**src/rtl/aes256_round_seq.sv**
```systemverilog
// AES-256 round sequencer: owns the cipher state register and steps one shared
// round datapath through NR rounds per block, encrypt or decrypt.
module aes256_round_seq #(
  parameter int unsigned NR  = 14,
  parameter int unsigned DW  = 128,
  parameter int unsigned RIW = 4
) (
  input  logic           clk,
  input  logic           rst_n,
  input  logic           in_valid,
  output logic           in_ready,
  input  logic           in_decrypt,
  input  logic [DW-1:0]  in_block,
  output logic [RIW-1:0] rk_idx,
  input  logic [DW-1:0]  rk,
  output logic [DW-1:0]  dp_state,
  output logic           dp_decrypt,
  output logic           dp_last,
  input  logic [DW-1:0]  dp_result,
  output logic           out_valid,
  input  logic           out_ready,
  output logic [DW-1:0]  out_block,
  output logic           busy,
  output logic [RIW-1:0] round_cnt
);

  localparam logic [RIW-1:0] NR_C  = RIW'(NR);
  localparam logic [RIW-1:0] ONE_C = RIW'(1);

  typedef enum logic [1:0] {
    S_IDLE,
    S_RUN,
    S_DONE
  } state_e;

  state_e         state_q;
  logic [DW-1:0]  blk_q;
  logic           mode_q;
  logic [RIW-1:0] cnt_q;
  logic [RIW-1:0] cnt_d;
  logic           in_ready_q;
  logic           out_valid_q;
  logic           busy_q;
  logic           dp_last_q;
  logic           dp_decrypt_q;

  assign cnt_d = cnt_q + ONE_C;

  // Sequencer FSM; every output except rk_idx is a flop updated here.
  always_ff @(posedge clk or negedge rst_n) begin
    if (!rst_n) begin
      state_q      <= S_IDLE;
      blk_q        <= '0;
      mode_q       <= 1'b0;
      cnt_q        <= '0;
      in_ready_q   <= 1'b1;
      out_valid_q  <= 1'b0;
      busy_q       <= 1'b0;
      dp_last_q    <= 1'b0;
      dp_decrypt_q <= 1'b0;
    end else begin
      case (state_q)
        S_IDLE: begin
          if (in_valid) begin
            state_q      <= S_RUN;
            blk_q        <= in_block ^ rk;
            mode_q       <= in_decrypt;
            cnt_q        <= ONE_C;
            in_ready_q   <= 1'b0;
            busy_q       <= 1'b1;
            dp_decrypt_q <= in_decrypt;
            dp_last_q    <= (ONE_C == NR_C);
          end
        end
        S_RUN: begin
          blk_q <= dp_result;
          if (cnt_q == NR_C) begin
            state_q      <= S_DONE;
            cnt_q        <= '0;
            dp_last_q    <= 1'b0;
            dp_decrypt_q <= 1'b0;
            out_valid_q  <= 1'b1;
          end else begin
            cnt_q     <= cnt_d;
            dp_last_q <= (cnt_d == NR_C);
          end
        end
        S_DONE: begin
          if (out_ready) begin
            state_q     <= S_IDLE;
            out_valid_q <= 1'b0;
            busy_q      <= 1'b0;
            in_ready_q  <= 1'b1;
          end
        end
        default: state_q <= S_IDLE;
      endcase
    end
  end

  // Key index: whitening key is selected from the offered mode while idle.
  always_comb begin
    rk_idx = '0;
    case (state_q)
      S_IDLE:  rk_idx = in_decrypt ? NR_C : '0;
      S_RUN:   rk_idx = mode_q ? (NR_C - cnt_q) : cnt_q;
      default: rk_idx = '0;
    endcase
  end

  assign in_ready   = in_ready_q;
  assign out_valid  = out_valid_q;
  assign busy       = busy_q;
  assign dp_last    = dp_last_q;
  assign dp_decrypt = dp_decrypt_q;
  assign dp_state   = blk_q;
  assign out_block  = blk_q;
  assign round_cnt  = cnt_q;

endmodule

```
**config.mk**
```make
export PLATFORM = sky130hd
export DESIGN_NAME = aes256_round_seq
export DESIGN_NICKNAME = d
export VERILOG_FILES = /design/src/rtl/aes256_round_seq.sv
export SDC_FILE = /design/constraint.sdc
export NUM_CORES = 1
export LEC_CHECK = 0
export ABC_AREA = 1
export BUFFER_PORTS_ARGS = -buffer_cell sky130_fd_sc_hd__buf_2
export CAP_MARGIN = 20
export CORE_AREA = 2 2 255 257
export CTS_BUF_LIST = sky130_fd_sc_hd__clkbuf_4 sky130_fd_sc_hd__clkbuf_8
export DETAILED_ROUTE_END_ITERATION = 10
export DIE_AREA = 0 0 257 259
export GPL_ROUTABILITY_DRIVEN = 0
export SLEW_MARGIN = 20
export SYNTH_ARGS = -nofsm -noshare
export SYNTH_HDL_FRONTEND = slang
export SYNTH_SLANG_ARGS = --single-unit
export TNS_END_PERCENT = 100
```
**constraint.sdc**
```tcl
create_clock -name clk -period 3.1 [get_ports clk]
set_input_delay 0.31 -clock clk [delete_from_list [all_inputs] [get_ports clk]]
set_output_delay 0.31 -clock clk [all_outputs]
set_load 0.1 [all_outputs]
```
---- Word level (Yosys, flattened, before mapping) ----
Index checks and enable logic that the tools add are counted.
word-level totals
  register bits after elaboration ......... 140
  output and inout bits ................... 269
  word-level logic and storage cells ...... 54
operators by class
  $add $sub $neg .......................... 2
  eq/ne operators ......................... 7
  multiplexer cells ....................... 25
  bitwise gates (word level) .............. 1
  reductions and logical operators ........ 10
operators with widths
  kind                 number
  $pmux 128 s2         1
  $mux 128             1
  $xor 128x128->128    1
  $mux 4               4
  $pmux 4 s2           2
  $reduce_and 3->1     4
  $pmux 1 s2           5
  $eq 4x4->1 const B   2
  $mux 1               8
  $mux 2               3
  $ne 2x2->1 const B   3
  $pmux 2 s3           1
  $reduce_bool 2->1    3
  $add 4x1->4 const B  1
  $reduce_and 2->1     2
  $sub 4x4->4 const A  1
  $eq 2x1->1 const B   1
  $eq 2x2->1 const B   1
  $logic_not 2->1      1

---- Logic depth before layout (Yosys ltp) ----
Gate-level depths: netlist of the first run.
  depth in word-level cells ............... 4
  gate-level depth with buffers ........... 9
  gate-level depth less buffers ........... 7

---- Least setup slack after synthesis of the first run ----
No wires, ideal clock.
  path kind ............................... register -> output
  start point ............................. register cnt_q[0], in the netlist round_cnt[0]
  end point ............................... output rk_idx[1]
  arrival time ............................ 3657 ps
  data required time ...................... 2790 ps
  path slack .............................. -867 ps
  stages on the path, launching flop included .. 5
  buffers on the path ..................... 0
  path through ............................ dfrtp_1 > inv_1 > ha_1 > nor2_1 > o21ai_0
on the way
  word-level cells in the longest chain between the ends .. 3
RTL lines
  what                      RTL line  text
  start: declaration        39        logic [RIW-1:0] cnt_q;
  start signal: assignment  84        cnt_q <= cnt_d;
  $sub 4x4->4               106       S_RUN: rk_idx = mode_q ? (NR_C - cnt_q) : cnt_q;
  $mux 4                    106
  $pmux 4 s2                104       case (state_q)
  end: declaration          14        output logic [RIW-1:0] rk_idx,
Every way passes these cells.

---- Worst setup path in the final report of the first run ----
  start point ............................. register state_q[1]
  end point ............................... output rk_idx[3]
on the way
  word-level cells in the longest chain between the ends .. 2
RTL lines
  what                                           RTL line  text
  start: declaration                             36        state_e state_q;
  start signal: assignment                       52        state_q <= S_IDLE;
  start signal: assignment                       65        state_q <= S_RUN;
  start signal: assignment                       78        state_q <= S_DONE;
  $eq 2x1->1 or $logic_not 2->1 (tied branches)  104
  $pmux 4 s2 *                                   104
Every way passes the cells marked *; elsewhere a longest branch is shown, timed or not.

==> results of run 1 <==
==> state kept, by name, summed over array words and instances, names as in the netlist <==
signal / flops
dp_state: 128
round_cnt: 4
state_q: 2
busy: 1
dp_decrypt: 1
dp_last: 1
in_ready: 1
mode_q: 1
out_valid: 1
==> through the flow <==
stage                     setup slack [ns]  hold slack, ns  utilization
after global routing                 0.349          0.0318        0.221
after CTS                            0.491        0.000516        0.221
after global placement                1.14           0.279        0.209
final                                0.606          0.0922        0.221
after floorplan                      0.290          0.0144            -
after detailed placement              1.10           0.278        0.209
==> path summary, 6_finish.rpt <==
check,end,depth (start not counted)
worst max-delay path,rk_idx[3],6
worst min-delay path,dp_state[22],5
worst max register to register,dp_state[1],7
max in group asynchronous,in_ready,3
worst min register to register,dp_last,2
min in group asynchronous,dp_state[37],2
==> area by class of cell <==
cell class                 instances  share of cell area
antenna                            5            0.000885
clock buffer                      17              0.0165
clock inverter                    15              0.0148
inverter                         271              0.0721
multi-input combinational        948               0.304
sequential                       140               0.248
tap                              855              0.0757
timing repair buffer             702               0.268
==> cell usage after synthesis (all sizes together) <==
master  instances  area share
nand2         532        0.20
inv           271        0.10
buf           170        0.12
dfrtp         139        0.35
o21ai         138       0.069
nand3         132       0.066
or2           128       0.080
clkbuf         14      0.0056
nor2            7      0.0029
ha              3      0.0037
nand4           2      0.0012
o22ai           2      0.0012
a21oi           1     0.00050
a31oi           1     0.00062
dfstp           1      0.0026
nor3            1     0.00050
o31ai           1     0.00075
==> layout by cell type, fill, tap and decap left out, drive strengths merged <==
master       synthesis  final
inv                271    278
o31ai                1      1
nor3                 1      1
nand4                2      2
bufinv               0      4
ha                   3      3
o21ai              138    138
clkinvlp             0      2
diode                0      5
nand3              132    132
o22ai                2      2
a21oi                1      1
dfrtp              139    139
or2                128    128
dfstp                1      1
dlygate4sd3          0     34
buf                170    668
a31oi                1      1
clkinv               0      2
nor2                 7      7
nand2              532    532
clkbuf              14     17
==> cell families after synthesis <==
family,share of synthesized area
compound gates,0.0720
fa+ha+maj,0.00374
buf+inv,0.224
flops,0.349
simple gates,0.351
==> per-layer routing <==
layer,track usage,vias up,routed length [um]
met3,0.0314,47,2340
met4,0.0554,0,1320
li1,-,5585,-
met2,0.172,397,16900
met1,0.116,4584,14400
met5,0,-,0
==> critical path, delay by kind of cell, from the launching register on <==
family	cells	cell delay [ns]
buffers and inverters	2	0.62
and+or+nand+nor	3	0.41
DFF	1	0.41
AOI/OAI and AO/OA	1	0.23
==> timing repair <==
item / 4_1_cts / 5_1_grt
setup buffers: 0 / 0
hold buffers: 34 / 0
endpoints found under the hold margin: 78 / 0
==> reports/metrics.cfg, run 1 <==
[status]
status = finished, final reports clean

[global_routing]
grt_pass1_wl_mm = 51.9
grt-ovfl-total = 0
grt_use_total = 0.102
grt_pass1_vias = 9464
grt_max_degree = 131
antenna_found_initial = 7

[finish]
layout.nets = 2472
fillerInstances = 7185
drive_gt1_frac = 0.399
final_area_sq_um = 14100
multi_input_area_sq_um = 4300
layout.cells.non_filler = 2953
area_growth_pct = 40.9
seqCellArea_sq_um = 3500

[floorplanning]
initial_utilization = 0.157
rows = 93
die_h_um = 259
chipWidth_um = 257
io_pins = 658
core-area_sq_um = 63900
dieArea_sq_um = 66600

[clocking]
cts_root_buf = clkbuf_8
cts_sinks = 140
clk_pin_slew_ns = 0.10
clk_latency_ns = 0.53
cts_tree = built
htree_levels = 4
cts-buffers-inserted = 17
cts_max_path_buffers = 2
ctsResizeCount = 0

[critical_path]
r2r_start = state_q[0]
path_cells = inv_1, nand2_8, a21oi_1, nand2_1, nand2_1, buf_2
max_stage_delay_ns = 0.43
cp-end-kind = output port
crit_path_top_delay_cell = buf_2
r2r_slack_ns = 1.08
critPathLaunchType = flop
cp.arrival_ns = 2.18
worst_path_most_repeated_cell = nand2_1
worstSetupPathType = flop to output port
cp.required_ns = 2.79
crit_fanout = 64
startpoint = state_q[1]

[drt]
first_pass_iters = 4
wirelength_mm = 35.0
drt_iter0_drc = 523
vias_per_cell = 3.59
drcViolationCount = 0
wire_per_inst_um = 11.9
route.vias.total = 10600
drtAntennaViolNets = 0

[place]
placed_area_sq_um = 13300
dp_cells = 2882
numPortBuffers = 657
place_hpwl_mm = 27.7

[timing]
hold_viol_final = 0
slew_viol_final = 0
min_period_over_period = 0.804
maxSlewHeadroom = 0.572
rsz0062_at_grt = false
finClkSkew_ns = 0.0135
tns_ns = 0
tightest_slew_ns = 0.642
fmaxAchievable_ghz = 0.401
period_minus_slack_ns = 2.49
finalSetupViolCount = 0

[worst_hold_path]
hp-class = primary input to flop
hold_start = dp_result[22]

[yosys]
postSynthAreaPerCell_sq_um = 6.50
yosysSeqAreaShare = 0.349
syn-instance-count = 1543
ys_ff_latch = 140
syn_nets = 1935
yosys_warnings = 0
synth_cell_types = 25
synth_area_sq_um = 10000

[flow_run]
max_cap_viol_count = 0

Power of run 1 is not shown: default switching activity piles up to over one toggle a cycle in this logic, so the estimate is an artifact.
==> run 2, diff against run 1 <==
ABC_AREA = 0   (was 1)
CORE_AREA = 2 2 259 261   (was 2 2 255 257)
DIE_AREA = 0 0 261 263   (was 0 0 257 259)
clock period = 2.3 ns   (was 3.1 ns; I/O delays follow)
==> run 2 against run 1 <==
  * First-iteration DRC count up 34%
  * Die area increased by 3.1%
  * Via count increased by 0.64%
  * Routed wire length is 23% higher
  * Final area grew 16%
  * Worst setup slack worse by 0.43 ns
  * Synthesized cell count is 34% lower
  * Non-clock buffer count increased by 366
  * Count of clock-buffer cells in the layout is 1 higher
  * Critical path depth shrank 1
  * Sequential share of layout area down 3.5 points
  * Critical endpoint is now rk_idx[1]
  * Largest cell class is now buffers
==> reports/metrics.cfg, run 2 <==
[finish]
final_util = 0.251  ; was 0.221
final_area_sq_um = 16500  ; was 14,100 sq um
layout_commonest_cell = buf_2  ; unchanged
final_cell_mix = buf_2, dlygate4sd3_1, nand2_1  ; was buf_2, nand2_1, inv_1
seqCellArea_sq_um = 3510  ; was 3500 sq um
fillerInstances = 6874  ; was 7,185
antenna_cells = 0  ; was 5
largest_reg_flops = 128  ; unchanged
layout.nets = 2317  ; was 2,472
multi_input_area_sq_um = 3840  ; was 4300 sq um
drive_gt1_frac = 0.392  ; was 0.399
area_growth_pct = 89.6  ; was 40.9%

[clocking]
htree_levels = 4  ; unchanged
cts_tree = built  ; unchanged
clk_latency_ns = 0.53  ; about the same
cts-buffers-inserted = 17  ; unchanged
cts_sinks = 140  ; unchanged
clk_pin_slew_ns = 0.10  ; about the same
cts_max_path_buffers = 2  ; unchanged
cts_root_buf = clkbuf_8  ; unchanged

[drt]
route.vias.total = 10700  ; was 10,600
drtAntennaViolNets = 0  ; unchanged
first_pass_iters = 5  ; was 4
wl_met2_mm = 21.5  ; was 16.9 mm
top_layer = met5  ; was met4
wirelength_mm = 43.1  ; was 35.0 mm
drcViolationCount = 0  ; unchanged
wire_per_inst_um = 15.4  ; was 11.9 um
wl_met3_mm = 3.50  ; was 2.34 mm
wl_met1_mm = 16.6  ; was 14.4 mm
drt_iter0_drc = 699  ; was 523
vias_per_cell = 3.81  ; was 3.59

[yosys]
synth_area_leader_cell = dfrtp_1  ; unchanged
yosysTopAreaCellShare = 0.401  ; was 0.347
yosys-top-cells-count = nand2_1, dfrtp_1, xor2_1  ; was nand2_1, inv_1, dfrtp_1
synth_edf_count = 0  ; unchanged
syn_nets = 1418  ; was 1,935
synth.most_common_cell = nand2_1  ; unchanged
synth-async-reset-ratio = 1.00  ; unchanged
synth_cell_types = 31  ; was 25
syn-instance-count = 1026  ; was 1,543
ys_ff_latch = 140  ; unchanged
synthTopCellsByArea = dfrtp_1, xor2_1, nand2_1  ; was dfrtp_1, nand2_1, inv_1
synth_flop_cell = dfrtp_1  ; unchanged
yosys_warnings = 0  ; unchanged
postSynthAreaPerCell_sq_um = 8.46  ; was 6.50 sq um
synth_area_sq_um = 8680  ; was 10,000 sq um
yosysSeqAreaShare = 0.404  ; was 0.349

[worst_hold_path]
hp-class = primary input to flop  ; unchanged
holdPathStages = 4  ; was 5

[timing]
period_minus_slack_ns = 2.13
rsz0062_at_grt = false  ; unchanged
fmaxAchievable_ghz = 0.470
holdWs_ns = 0.114  ; was 0.0922 ns
tightest_slew_ns = 1.11  ; was 0.642 ns
min_period_over_period = 0.925
finClkSkew_ns = 0.0123  ; was 0.0135 ns
hold_viol_final = 0  ; unchanged
maxSlewHeadroom = 0.261  ; was 0.572
finalSetupViolCount = 0  ; unchanged
slew_viol_final = 0  ; unchanged

[floorplanning]
rows = 94  ; was 93
chipWidth_um = 261  ; was 257 um
die_h_um = 263  ; was 259 um
io_pins = 658  ; unchanged
core-area_sq_um = 65600  ; was 63,900 sq um
dieArea_sq_um = 68600  ; was 66,600 sq um
initial_utilization = 0.132  ; was 0.157

[global_routing]
grt_use_total = 0.118  ; was 0.102
antenna_found_initial = 4  ; was 7
grt-ovfl-total = 0  ; unchanged
grt_pass1_vias = 10800  ; was 9,464
grt_max_degree = 67  ; was 131
grt_pass1_wl_mm = 61.5  ; was 51.9 mm

[place]
placed_area_sq_um = 12100  ; was 13,300 sq um
place_hpwl_mm = 27.9  ; was 27.7 mm
numPortBuffers = 657  ; unchanged

[critical_path]
startpoint = round_cnt[0]  ; was state_q[1]
cp_num_cells = 5  ; was 6
path_cells = inv_1, ha_1, mux2i_2, a21oi_4, buf_4  ; was inv_1, nand2_8, a21oi_1, nand2_1, nand2_1, buf_2
crit_path_top_delay_cell = dfrtp_2  ; was buf_2
crit_buf_inv = 2  ; unchanged
r2r-end = dp_state[56]  ; was dp_state[1]
critPathLaunchType = flop  ; unchanged
cp-endpoint = rk_idx[1]  ; was rk_idx[3]
cpLargestDelayFamily = flip-flops  ; was buffers and inverters
reg2regPathDepth = 4  ; was 7
cp-end-kind = output port  ; unchanged
worstSetupPathType = flop to output port  ; unchanged
cp.arrival_ns = 1.90  ; was 2.18 ns
max_stage_delay_ns = 0.42  ; was 0.43 ns
cp.required_ns = 2.07  ; was 2.79 ns
crit_fanout = 5  ; was 64
r2r_start = state_q[1]  ; was state_q[0]
r2r_slack_ns = 0.18  ; was 1.08 ns

[flow_run]
max_cap_viol_count = 0  ; unchanged

[status]
status = finished, final reports clean  ; unchanged

## run 2: stage by stage
stage | instances | setup TNS [ns] | setup WS [ns]
after floorplan | 1026 | -0.221 | -0.221
after CTS | 2795 | 0 | 0.0288
after global placement | 2385 | 0 | 0.330
final | 2802 | 0 | 0.173
after detailed placement | 2385 | 0 | 0.288
after global routing | 2802 | 0 | 0.0118
## run 2: logic make-up (layout without fill, tap and decap cells)
| family | count (synthesis) | after routing | share of synthesized area |
|---|---|---|---|
| AND/OR/NAND/NOR | 409 | 410 | 0.183 |
| buffers and inverters | 195 | 1106 | 0.163 |
| AO/OA/AOI/OAI | 147 | 147 | 0.112 |
| flip-flops | 140 | 140 | 0.404 |
| XOR/XNOR | 131 | 131 | 0.132 |
| adder cells (fa/ha/maj) | 3 | 3 | 0.00432 |
| multiplexers | 1 | 1 | 0.00115 |
## run 2: area by class of cell
type,count,area share
clock buffers,18,0.0151
clock inverters,14,0.0126
inverters,6,0.00137
multi-input cells,692,0.233
flip-flops and latches,140,0.213
well taps,864,0.0657
repair buffers,1068,0.459
## run 2: worst min path at each step
stage | from | endpoint
2_1_floorplan | rst_n | busy
3_3_place_gp | rst_n | dp_state[0]
3_5_place_dp | rst_n | dp_state[36]
4_1_cts | rk[88] | dp_state[88]
5_1_grt | rk[88] | dp_state[88]
6_report | in_block[62] | dp_state[62]
## run 2: routing by layer
layer  vias to the layer above  track usage
met2                       607        0.214
li1                       5007            -
met5                         -            0
met4                         6       0.0576
met3                        89       0.0344
met1                      4972        0.125
## run 2: worst reg2reg max path: stages, from the launching register on
cell and delay [ns]:
dfrtp_2 0.51, or3b_2 0.94, buf_4 0.35, nor2_1 0.10, a31oi_1 0.05
## run 2: what timing repair did
action	in CTS	in global routing
setup endpoints to repair	3	8
hold buffers	378	0
setup buffers	0	6
gates resized for setup	4	6
hold endpoints to repair	273	0
cloned	0	1
pin swaps	0	1
Power of run 2 is left out for the same reason.
==> run 3, diff against run 2 <==
PLACE_DENSITY_LB_ADDON = 0.05   (was default)
SKIP_CTS_REPAIR_TIMING = 1   (was default)
==> run 3 against run 2 <==
  * The run now ends with hold timing left
  * Hold slack got worse by 0.13 ns
  * First-iteration DRC count fell by 50%
  * Utilization fell by 1.9 points
  * Clock skew rose by 0.0015 ns
  * Via count fell by 8.9%
  * Worst setup slack got worse by 0.068 ns
  * Sequential share of layout area rose by 1.7 points
  * Final area fell by 7.6%
  * Routed wire length rose by 0.12%
  * Critical path depth did not move
  * Non-clock buffer count fell by 123
  * Cell count fell by 4.4%
==> reports/metrics.cfg, run 3 (synthesis gave the netlist of run 2 again) <==
[status]
status = finished, violations left  ; was finished, final reports clean
violations = hold timing

[floorplanning]
core-area_sq_um = 65600  ; unchanged
initial_utilization = 0.132  ; unchanged
io_pins = 658  ; unchanged
die_h_um = 263  ; unchanged
dieArea_sq_um = 68600  ; unchanged
chipWidth_um = 261  ; unchanged
rows = 94  ; unchanged

[drt]
route.vias.total = 9733  ; was 10,700
vias_per_cell = 3.63  ; was 3.81
drtAntennaViolNets = 0  ; unchanged
wirelength_mm = 43.2  ; was 43.1 mm
wire_per_inst_um = 16.1  ; was 15.4 um
drt_iter0_drc = 350  ; was 699
drcViolationCount = 0  ; unchanged
first_pass_iters = 4  ; was 5

[finish]
drive_gt1_frac = 0.414  ; was 0.392
layout.nets = 2193  ; was 2,317
largest_reg_flops = 128  ; unchanged
final_cell_mix = buf_2, nand2_1, dlygate4sd3_1  ; was buf_2, dlygate4sd3_1, nand2_1
area_growth_pct = 75.1  ; was 89.6%
final_area_sq_um = 15200  ; was 16,500 sq um
antenna_cells = 0  ; unchanged
layout_commonest_cell = buf_2  ; unchanged

[clocking]
cts_max_path_buffers = 2  ; unchanged
cts_tree = built  ; unchanged
cts-buffers-inserted = 17  ; unchanged
clk_latency_ns = 0.55  ; was 0.53 ns
htree_levels = 4  ; unchanged
cts_root_buf = clkbuf_8  ; unchanged
cts_sinks = 140  ; unchanged
clk_pin_slew_ns = 0.10  ; about the same

[global_routing]
grt_pass1_wl_mm = 59.0  ; was 61.5 mm
grt-ovfl-total = 0  ; unchanged
grt_use_total = 0.119  ; was 0.118
grt_max_degree = 66  ; was 67
grt_pass1_vias = 8794  ; was 10,800
antenna_found_initial = 1  ; was 4

[critical_path]
r2r_slack_ns = 0.11  ; was 0.18 ns
critPathLaunchType = flop  ; unchanged
cp.required_ns = 2.07  ; about the same
cp.arrival_ns = 1.96  ; was 1.90 ns
crit_fanout = 5  ; unchanged
worstSetupPathType = flop to output port  ; unchanged
cp-end-kind = output port  ; unchanged

[place]
numPortBuffers = 657  ; unchanged
place_hpwl_mm = 33.7  ; was 27.9 mm
placed_area_sq_um = 12200  ; was 12,100 sq um

[timing]
finalSetupViolCount = 0  ; unchanged
hold_viol_final = 5  ; was 0
finClkSkew_ns = 0.0138  ; was 0.0123 ns
period_minus_slack_ns = 2.19  ; was 2.13 ns
fmaxAchievable_ghz = 0.456  ; was 0.470 GHz
maxSlewHeadroom = 0.593  ; was 0.261
slew_viol_final = 0  ; unchanged
holdWs_ns = -0.0137  ; was 0.114 ns
tightest_slew_ns = 0.609  ; was 1.11 ns
min_period_over_period = 0.954  ; was 0.925
rsz0062_at_grt = false  ; unchanged

[flow_run]
max_cap_viol_count = 0  ; unchanged

[worst_hold_path]
hp-class = primary input to flop  ; unchanged

==> run 3: critical path, cell delays in order, from the launching register on <==
cell and delay (ns):
dfrtp_2 0.45, inv_1 0.13, ha_1 0.26, mux2i_2 0.24, a21oi_4 0.09, buf_4 0.26
==> run 3: final timing paths <==
| kind | start | end | depth (start not counted) |
|---|---|---|---|
| max in group asynchronous | rst_n | dp_state[21] | 3 |
| min in group asynchronous | rst_n | dp_state[48] | 2 |
| worst min-delay path | in_block[10] | dp_state[10] | 4 |
| worst max-delay path | round_cnt[0] | rk_idx[1] | 5 |
| worst min register to register | out_valid | out_valid | 1 |
| worst max register to register | state_q[1] | dp_state[7] | 5 |
==> run 3: stage by stage <==
step	utilization	setup TNS (ns)	cells	worst slack, ns
2_1_floorplan	-	-0.221	1026	-0.221
3_3_place_gp	0.185	0	2387	0.477
3_5_place_dp	0.185	0	2387	0.475
4_1_cts	0.192	-0.484	2419	-0.206
5_1_grt	0.232	0	2678	0.00111
6_report	0.232	0	2678	0.105
==> run 3: layout make-up <==
| class | instances | area (sq um) |
|---|---|---|
| well taps | 864 | 1080 |
| clock inverters | 10 | 140 |
| clock buffers | 22 | 284 |
| flip-flops and latches | 140 | 3510 |
| repair buffers | 945 | 6340 |
| inverters | 6 | 22.5 |
| multi-input cells | 691 | 3820 |
| fillers | 7390 | 50400 |
==> run 3: layer usage <==
layer	up-vias	wire length [um]	GRT usage
li1	4762	-	-
met1	4569	17400	0.130
met2	377	22700	0.221
met3	25	2550	0.0326
met4	0	529	0.0322
met5	-	0	0
Power of run 3 is left out for the same reason.
